===== src/rtl/fifo_mem_if.sv =====
// fifo_mem_if: push/pop handshake, data and status bundle for fifo_mem
interface fifo_mem_if #(
    parameter int WIDTH = 8,
    parameter int DEPTH = 7
);
    localparam int CNT_W = $clog2(DEPTH + 1);
    logic             write;
    logic [WIDTH-1:0] datain;
    logic             read;
    logic [WIDTH-1:0] dataout;
    logic             valid;
    logic             full;
    logic             empty;
    logic [CNT_W-1:0] count;
    logic             overflow;
    logic             underflow;
    modport master (
        output write, datain, read,
        input  dataout, valid, full, empty, count, overflow, underflow
    );
    modport slave (
        input  write, datain, read,
        output dataout, valid, full, empty, count, overflow, underflow
    );
endinterface


===== src/rtl/fifo_ram.sv =====
// fifo_ram: WIDTH x DEPTH storage, synchronous write port, registered read port, no reset
module fifo_ram #(
    parameter int WIDTH = 8,
    parameter int DEPTH = 7
) (
    input  logic                     clock,
    input  logic                     we,
    input  logic [$clog2(DEPTH)-1:0] waddr,
    input  logic [WIDTH-1:0]         wdata,
    input  logic                     re,
    input  logic [$clog2(DEPTH)-1:0] raddr,
    output logic [WIDTH-1:0]         rdata
);
    logic [WIDTH-1:0] mem [DEPTH];
    // Write on accepted push; read register only loads on accepted pop so it holds otherwise
    always_ff @(posedge clock) begin
        if (we) mem[waddr] <= wdata;
        if (re) rdata <= mem[raddr];
    end
endmodule


===== src/rtl/fifo_mem.sv =====
// fifo_mem: synchronous FIFO with registered pop data, flags and over/underflow pulses
module fifo_mem #(
    parameter int WIDTH = 8,
    parameter int DEPTH = 7
) (
    input logic       clock,
    input logic       reset,
    fifo_mem_if.slave bus
);
    localparam int ADDR_W = $clog2(DEPTH);
    localparam int CNT_W  = $clog2(DEPTH + 1);

    logic [ADDR_W-1:0] wr_ptr, rd_ptr;
    logic [CNT_W-1:0]  count;
    logic [WIDTH-1:0]  rdata;
    logic              push, pop, cleared;

    function automatic logic [ADDR_W-1:0] inc(input logic [ADDR_W-1:0] p);
        return p == ADDR_W'(DEPTH - 1) ? '0 : p + 1'b1;
    endfunction

    // A pop needs a stored word; a push into a full FIFO is allowed only alongside a pop
    assign pop  = !reset && bus.read && count != '0;
    assign push = !reset && bus.write && (count != CNT_W'(DEPTH) || pop);

    fifo_ram #(.WIDTH(WIDTH), .DEPTH(DEPTH)) u_ram (
        .clock (clock),
        .we    (push),
        .waddr (wr_ptr),
        .wdata (bus.datain),
        .re    (pop),
        .raddr (rd_ptr),
        .rdata (rdata)
    );

    // Pointers, occupancy and one-cycle status pulses; cleared masks the unreset RAM read register
    always_ff @(posedge clock) begin
        if (reset) begin
            wr_ptr        <= '0;
            rd_ptr        <= '0;
            count         <= '0;
            cleared       <= 1'b1;
            bus.valid     <= 1'b0;
            bus.overflow  <= 1'b0;
            bus.underflow <= 1'b0;
        end else begin
            if (push) wr_ptr <= inc(wr_ptr);
            if (pop) rd_ptr <= inc(rd_ptr);
            if (pop) cleared <= 1'b0;
            count         <= count + CNT_W'(push) - CNT_W'(pop);
            bus.valid     <= pop;
            bus.overflow  <= bus.write && !push;
            bus.underflow <= bus.read && !pop;
        end
    end

    assign bus.dataout = cleared ? '0 : rdata;
    assign bus.count   = count;
    assign bus.full    = count == CNT_W'(DEPTH);
    assign bus.empty   = count == '0;
endmodule


===== src/flat_wrapper.sv =====
// flat-port wrapper written by rule: the top's interface ports become plain ports
module fifo_mem_flat 
#(
    parameter int WIDTH = 8,
    parameter int DEPTH = 7
)
  (clock, reset, bus_write, bus_datain, bus_read, bus_dataout, bus_valid, bus_full, bus_empty, bus_count, bus_overflow, bus_underflow);
  fifo_mem_if #(.WIDTH(WIDTH), .DEPTH(DEPTH)) bus_i ();
  input logic clock;
  input logic reset;
  input wire logic [$bits(bus_i.write)-1:0] bus_write;
  input wire logic [$bits(bus_i.datain)-1:0] bus_datain;
  input wire logic [$bits(bus_i.read)-1:0] bus_read;
  output wire logic [$bits(bus_i.dataout)-1:0] bus_dataout;
  output wire logic [$bits(bus_i.valid)-1:0] bus_valid;
  output wire logic [$bits(bus_i.full)-1:0] bus_full;
  output wire logic [$bits(bus_i.empty)-1:0] bus_empty;
  output wire logic [$bits(bus_i.count)-1:0] bus_count;
  output wire logic [$bits(bus_i.overflow)-1:0] bus_overflow;
  output wire logic [$bits(bus_i.underflow)-1:0] bus_underflow;
  assign bus_i.write = bus_write;
  assign bus_i.datain = bus_datain;
  assign bus_i.read = bus_read;
  assign bus_dataout = bus_i.dataout;
  assign bus_valid = bus_i.valid;
  assign bus_full = bus_i.full;
  assign bus_empty = bus_i.empty;
  assign bus_count = bus_i.count;
  assign bus_overflow = bus_i.overflow;
  assign bus_underflow = bus_i.underflow;
  fifo_mem #(.WIDTH(WIDTH), .DEPTH(DEPTH)) u_core (.clock(clock), .reset(reset), .bus(bus_i));
endmodule

===== config.mk =====
export PLATFORM = sky130hd
export DESIGN_NAME = fifo_mem_flat
export DESIGN_NICKNAME = d
export VERILOG_FILES = /design/src/rtl/fifo_mem_if.sv /design/src/rtl/fifo_ram.sv /design/src/rtl/fifo_mem.sv /design/src/flat_wrapper.sv
export SDC_FILE = /design/constraint.sdc
export NUM_CORES = 1
export LEC_CHECK = 0
export ABC_AREA = 1
export CELL_PAD_IN_SITES_DETAIL_PLACEMENT = 0
export CELL_PAD_IN_SITES_GLOBAL_PLACEMENT = 2
export CORE_ASPECT_RATIO = 1.1
export CORE_UTILIZATION = 29
export DETAILED_ROUTE_END_ITERATION = 16
export PLACE_DENSITY = 0.62
export SLEW_MARGIN = 20
export SYNTH_ARGS = -nofsm -noshare
export SYNTH_HDL_FRONTEND = slang
export SYNTH_HIERARCHICAL = 1
export SYNTH_SLANG_ARGS = --single-unit

===== constraint.sdc =====
create_clock -name clock -period 3.65 [get_ports clock]
set_input_delay 0.365 -clock clock [delete_from_list [all_inputs] [get_ports clock]]
set_output_delay 0.365 -clock clock [all_outputs]
set_load 0.01 [all_outputs]

* Word-level counts from Yosys, hierarchy flattened *
Memories as Yosys holds them, arrays and structs flattened. A register that Yosys moved wholly into a read port is not among the register bits.
Cells that the tools add are included.

operators by class
  order comparisons = 0
  reduce and logical (&&, ||, !) cells = 12
  bitwise logic cells = 0
  multiplexer cells = 5
  shift operators = 0
  $mul = 0
  equality and inequality tests = 4
  div/mod/pow operators = 0
  add/sub/neg operators = 4

operators by type and width
  kind                                                           number
  3-bit == test, second input constant                           3
  8-bit two-way mux                                              1
  3-bit by 1-bit adder with 3-bit output, second input constant  2
  1-bit logical AND                                              6
  3-bit two-way mux                                              2
  3-bit by 1-bit adder with 3-bit output                         1
  1-bit zero test                                                3
  3-bit zero test                                                1
  3-bit != test, second input constant                           1
  3-bit nonzero test                                             1
  3-bit by 1-bit subtractor with 3-bit output                    1
  1-bit two-way mux                                              2
  1-bit logical OR                                               1

storage, ports and cells
  bits of input ports = 12
  word-level logic and storage cells = 33
  register bits after elaboration = 13
  output and inout bits = 16
  memory bits (read-only) = 0
  memories kept = 1
  RAM bits = 56
  bits in latches = 0

memory list
  memory            depth  width  rd ports  clocked after Yosys merged registers in  wr ports  RTL line        RTL
  u_core.u_ram.mem  7      8      1         1                                        1         fifo_ram.sv:14  logic [WIDTH-1:0] mem [DEPTH];

* Depth between registers and ports, before layout *
  depth after elaboration = 7
  mapped depth = 13
  gate-level depth less buffers = 12

* By module *
Netlist, hierarchy kept.

modules (own cells, without submodules)
  module    sequential area each (um2)  area an instance (um2)  cells an instance  instances
  fifo_ram  1921.8                      2666.3                  235                1
  fifo_mem  260.2                       708.2                   108                1

* Worst setup path before layout *
OpenSTA, ideal clock, no wires.

  path type = input port to flip-flop
  start = input reset
  end = memory u_core.u_ram.mem[6][0], enable pin
  path buffers = 1
  data arrival time = 1515 ps
  cell stages on the path = 8
  library setup time = 383 ps
  required time = 3267 ps
  slack = 1752 ps
  cells stage by stage = buf_6 inv_6 nand2_4 nand2_2 nand2_2 inv_2 nand2_1 nor3_1

on the way
  longest elaborated chain between the ends = 7
  elaborated cells on any way between the ends = 8
  classes of those cells = 2 x mux; 6 x reduce/logical

ends and longest elaborated chain
  element                                    RTL line                        RTL
  start: declaration                         flat_wrapper.sv:10              input logic reset;
  1-bit zero test *                          fifo_mem.sv:23, fifo_mem.sv:24
  1-bit logical AND (2 in a row)             fifo_mem.sv:23                  assign pop = !reset && bus.read && count != '0;
  1-bit logical OR                           fifo_mem.sv:24                  assign push = !reset && bus.write && (count != CNT_W'(DEPTH) || pop);
  1-bit logical AND *                        fifo_mem.sv:24
  net u_core.push                            fifo_mem.sv:16                  logic push, pop, cleared;
  1-bit two-way mux *                        fifo_ram.sv:17                  if (we) mem[waddr] <= wdata;
  1-bit two-way mux (not written as such) *  fifo_ram.sv:17
  end: declaration                           fifo_ram.sv:14

The timed path passes the listed nets; every way through them passes the cells marked *.

* Worst setup path in the final report *
  start = input reset
  end = memory u_core.u_ram.mem[1][1], enable pin

The elaborated chain is that of the path after synthesis.

==> flow_metrics.py <==
metrics = {
    "floorplan": {
        "design.portCount": 28,
        "die_h_um": 115,
        "floorplan_row_count": 40,
        "floorplan.die.width_um": 105,
        "floorplan.die_area_um2": 12100,
        "fp.coreArea_um2": 11100,
        "floorplan.initialDensity": 0.304,
    },
    "job": {
        "maxCapViolCount": 0,
    },
    "cts": {
        "clockBufferDepth": 2,
        "tritoncts": "built",
        "worst_skew_pair.late_latency_ns": 0.33,
        "post-cts-setup-buffer-count": 0,
        "cts.htree.levels": 3,
        "ctsHoldBuffers": 0,
        "cts_repair_resize_count": 0,
        "path_clk_slew_ns": 0.05,
        "cts-buffers-inserted": 9,
        "ctsRootBufferMaster": "sky130_fd_sc_hd__clkbuf_16",
        "clock_sink_count": 77,
    },
    "pwr": {
        "power_frac_comb": 0.117,
        "power.internal_mw": 1.62,
        "fin_total_pwr_mw": 2.12,
        "power_density_nw_per_um2": 525,
        "netSwitchingFraction": 0.239,
        "p_switching_mw": 0.508,
        "static-leakage-power_nw": 1.67,
        "sequentialPowerShare": 0.477,
        "power_frac_clock": 0.406,
        "ir_worst_vdd_uv": 217,
    },
    "cells_and_area": {
        "design_area_um2": 4050,
        "nNetsFinal": 386,
        "antenna_cells": 0,
        "drive_above_1_share": 0.0902,
        "stdcell_count": 524,
        "syn_to_final_growth_pct": 20.0,
    },
    "critical_path": {
        "end_kind": "flip-flop",
        "crit_path_top_delay_cell": "sky130_fd_sc_hd__clkdlybuf4s50_1",
        "crit_path_leading_delay_family": "simple AND/OR/NAND/NOR gates",
        "critical_path.max_stage_delay_ns": 0.65,
        "cp_data_arrival_time_ns": 2.24,
        "path_cells": "clkdlybuf4s50_1 > inv_6 > nand2_4 > nand2_2 > nand2_2 > inv_2 > nand2_1 > nor2_1",
        "timing.critical_path.mode_cell": "sky130_fd_sc_hd__nand2_2",
        "crit_type": "input pin to flip-flop",
        "timing.critical_path.from_type": "input pin",
        "crit_required_ns": 3.61,
        "crit_path_max_fanout": 9,
        "worst-path-buf-inv": 3,
    },
    "timing": {
        "unrepaired_setup_endpoints_after_global_routing": "false",
        "min_period_ns": 2.29,
        "min_period_over_period": 0.626,
        "timing.clock.skew_ns": 0.00808,
        "setup_tns_ns": 0,
        "slew_headroom": 0.498,
        "max_slew.worst_pin.slew_ns": 0.751,
        "final_max_slew_viol_count": 0,
        "clock.fmax_ghz": 0.437,
        "hold_violations": 0,
        "final_count_of_negative_setup_slack_endpoints": 0,
    },
    "placement": {
        "gpl.final_weighted_congestion": 0.715,
        "dpl-instance-area_um2": 3760,
        "dp_hpwl_mm": 5.31,
        "numPortBuffers": 27,
        "placed_cells": 508,
    },
    "detailed_routing": {
        "vias_per_cell": 4.21,
        "average_routed_wire_per_standard_cell_um": 14.2,
        "route.vias.total": 2205,
        "drt.antenna.violating_nets": 0,
        "routed_wirelength_mm": 7.44,
        "first_pass_iters": 4,
        "drc": 0,
        "detailedRoute.firstIterationViolations": 97,
    },
    "synth": {
        "yosysWarnings": 6,
        "ys_ff_latch": 77,
        "seq_area_frac_synth": 0.647,
        "synth.net_count": 357,
        "avgSynthCellArea_um2": 9.84,
        "post_synth_arst_share": 0,
        "synth.cell_area_um2": 3370,
        "yosys_most_used_dff": "sky130_fd_sc_hd__edfxtp_1",
        "number_of_synthesized_flops_with_an_enable_pin": 64,
        "postSynthCellCount": 343,
        "synthDistinctLibCells": 26,
    },
    "global_routing": {
        "grt_overflow_total": 0,
        "grt_first_pass_wirelength_mm": 11.7,
        "grt_antenna_before_repair": 0,
        "grt_start_max_net_pins": 25,
        "globalRouteTotalUtil": 0.134,
        "grt_pass1_vias": 2220,
    },
    "worst_hold_path": {
        "min-delay-path-class": "flip-flop to flip-flop",
    },
    "outcome": {
        "run_status": "complete, no violations",
    },
}
==> worst register-to-register path, cell delays in order, from the launching register on <==
cell and delay [ns]:
sky130_fd_sc_hd__dfxtp_1 0.33, sky130_fd_sc_hd__inv_1 0.13, sky130_fd_sc_hd__nand3_2 0.15, sky130_fd_sc_hd__nand2_4 0.14, sky130_fd_sc_hd__inv_4 0.09, sky130_fd_sc_hd__nand2_1 0.11, sky130_fd_sc_hd__nand2_1 0.07, sky130_fd_sc_hd__ha_1 0.18
sky130_fd_sc_hd__fa_1 0.39, sky130_fd_sc_hd__inv_1 0.07, sky130_fd_sc_hd__nand3_1 0.07, sky130_fd_sc_hd__a21oi_1 0.13
==> flip-flops by register name, summed over array words and instances (netlist names) <==
signal,flops
u_core/wr_ptr,3
u_core/u_ram/mem,56
u_core/bus.overflow,1
u_core/cleared,1
u_core/bus.valid,1
u_core/rd_ptr,3
u_core/u_ram/rdata,8
u_core/bus.count,3
u_core/bus.underflow,1
==> path summary, 6_finish.rpt <==
| check | start | end | slack, ns | cells after the start |
|---|---|---|---|---|
| worst min-delay path | u_core/wr_ptr[1] | u_core/wr_ptr[1] | 0.56 | 2 |
| worst max register to register | u_core/bus.count[1] | u_core/bus.count[2] | 1.73 | 11 |
| worst max-delay path | reset | u_core/u_ram/mem[1][1] | 1.36 | 8 |
| worst min register to register | u_core/wr_ptr[1] | u_core/wr_ptr[1] | 0.56 | 2 |
==> power by group through the flow <==
| stage | clock network, mW | logic (mW) | registers [mW] |
|---|---|---|---|
| final | 0.863 | 0.248 | 1.01 |
| after global routing | 0.925 | 0.279 | 1.02 |
| after CTS | 0.885 | 0.254 | 1.01 |
| after detailed placement | 0 | 0.253 | 1.03 |
| after global placement | 0 | 0.257 | 1.03 |
| after floorplan | 0 | 0.152 | 1.02 |
==> cells in the mapped netlist, types with 2 or more instances <==
cell,count,area (um^2)
sky130_fd_sc_hd__inv_4,2,12.5
sky130_fd_sc_hd__nand2_2,2,12.5
sky130_fd_sc_hd__a21oi_1,4,20.0
sky130_fd_sc_hd__edfxtp_1,64,1920
sky130_fd_sc_hd__o21ai_0,2,10.0
sky130_fd_sc_hd__inv_2,3,11.3
sky130_fd_sc_hd__nor3_1,2,10.0
sky130_fd_sc_hd__nor2_2,2,12.5
sky130_fd_sc_hd__inv_1,60,225
sky130_fd_sc_hd__or2_0,4,25.0
sky130_fd_sc_hd__nand2_4,2,22.5
sky130_fd_sc_hd__nand2_1,101,379
sky130_fd_sc_hd__nor2_1,24,90.1
sky130_fd_sc_hd__buf_6,5,56.3
sky130_fd_sc_hd__dfxtp_1,13,260
sky130_fd_sc_hd__nand3_1,37,185
sky130_fd_sc_hd__buf_2,4,20.0
sky130_fd_sc_hd__or2_2,4,25.0
==> logic make-up (layout without fill, tap and decap cells) <==
group                      count (synthesis)  after routing  share of synthesized area
and+or+nand+nor                          180            180                      0.231
DFF                                       77             77                      0.647
adders and majority gates                  2              2                    0.00964
AOI/OAI and AO/OA                          7              7                     0.0104
buffers and inverters                     77            111                      0.102
==> metal layers <==
metal  GRT usage  vias to the layer above  routed length, um
li1            -                     1134                  -
met1       0.162                     1032               3400
met2       0.225                       29               3640
met3      0.0368                       10                237
met4      0.0629                        0                165
met5           0                        -                  0
==> metrics by stage <==
stage / hold WS, ns / worst slack, ns / utilization
global route: 0.588 / 1.14 / 0.364
floorplan: 0.464 / 1.75 / -
global placement: 0.554 / 1.03 / 0.338
detailed placement: 0.556 / 0.982 / 0.338
CTS: 0.564 / 1.33 / 0.364
finish: 0.557 / 1.36 / 0.364
==> cell usage in the layout (no fill, tap or decap) <==
cell                              count
sky130_fd_sc_hd__a21oi_1              4
sky130_fd_sc_hd__buf_4                2
sky130_fd_sc_hd__bufinv_16            1
sky130_fd_sc_hd__clkbuf_1             1
sky130_fd_sc_hd__clkbuf_16            9
sky130_fd_sc_hd__clkdlybuf4s50_1     27
sky130_fd_sc_hd__clkinv_2             2
sky130_fd_sc_hd__clkinv_4             1
sky130_fd_sc_hd__clkinvlp_4           2
sky130_fd_sc_hd__dfxtp_1             13
sky130_fd_sc_hd__edfxtp_1            64
sky130_fd_sc_hd__fa_1                 1
sky130_fd_sc_hd__ha_1                 1
sky130_fd_sc_hd__inv_1               60
sky130_fd_sc_hd__inv_2                3
sky130_fd_sc_hd__inv_4                2
sky130_fd_sc_hd__inv_6                1
sky130_fd_sc_hd__nand2_1            101
sky130_fd_sc_hd__nand2_2              2
sky130_fd_sc_hd__nand2_4              2
sky130_fd_sc_hd__nand3_1             37
sky130_fd_sc_hd__nand3_2              1
sky130_fd_sc_hd__nand3b_1             1
sky130_fd_sc_hd__nor2_1              24
sky130_fd_sc_hd__nor2_2               2
sky130_fd_sc_hd__nor3_1               2
sky130_fd_sc_hd__o21ai_0              2
sky130_fd_sc_hd__o21ai_1              1
sky130_fd_sc_hd__or2_0                4
sky130_fd_sc_hd__or2_2                4
==> layout make-up <==
class	instances	area [um^2]
Clock buffer	10	229
Clock inverter	6	63.8
Fill cell	1169	7060
Inverter	66	258
Multi-Input combinational cell	189	847
Sequential cell	77	2180
Tap cell	147	184
Timing Repair Buffer	29	285
Power figures use the tool's default switching activity.
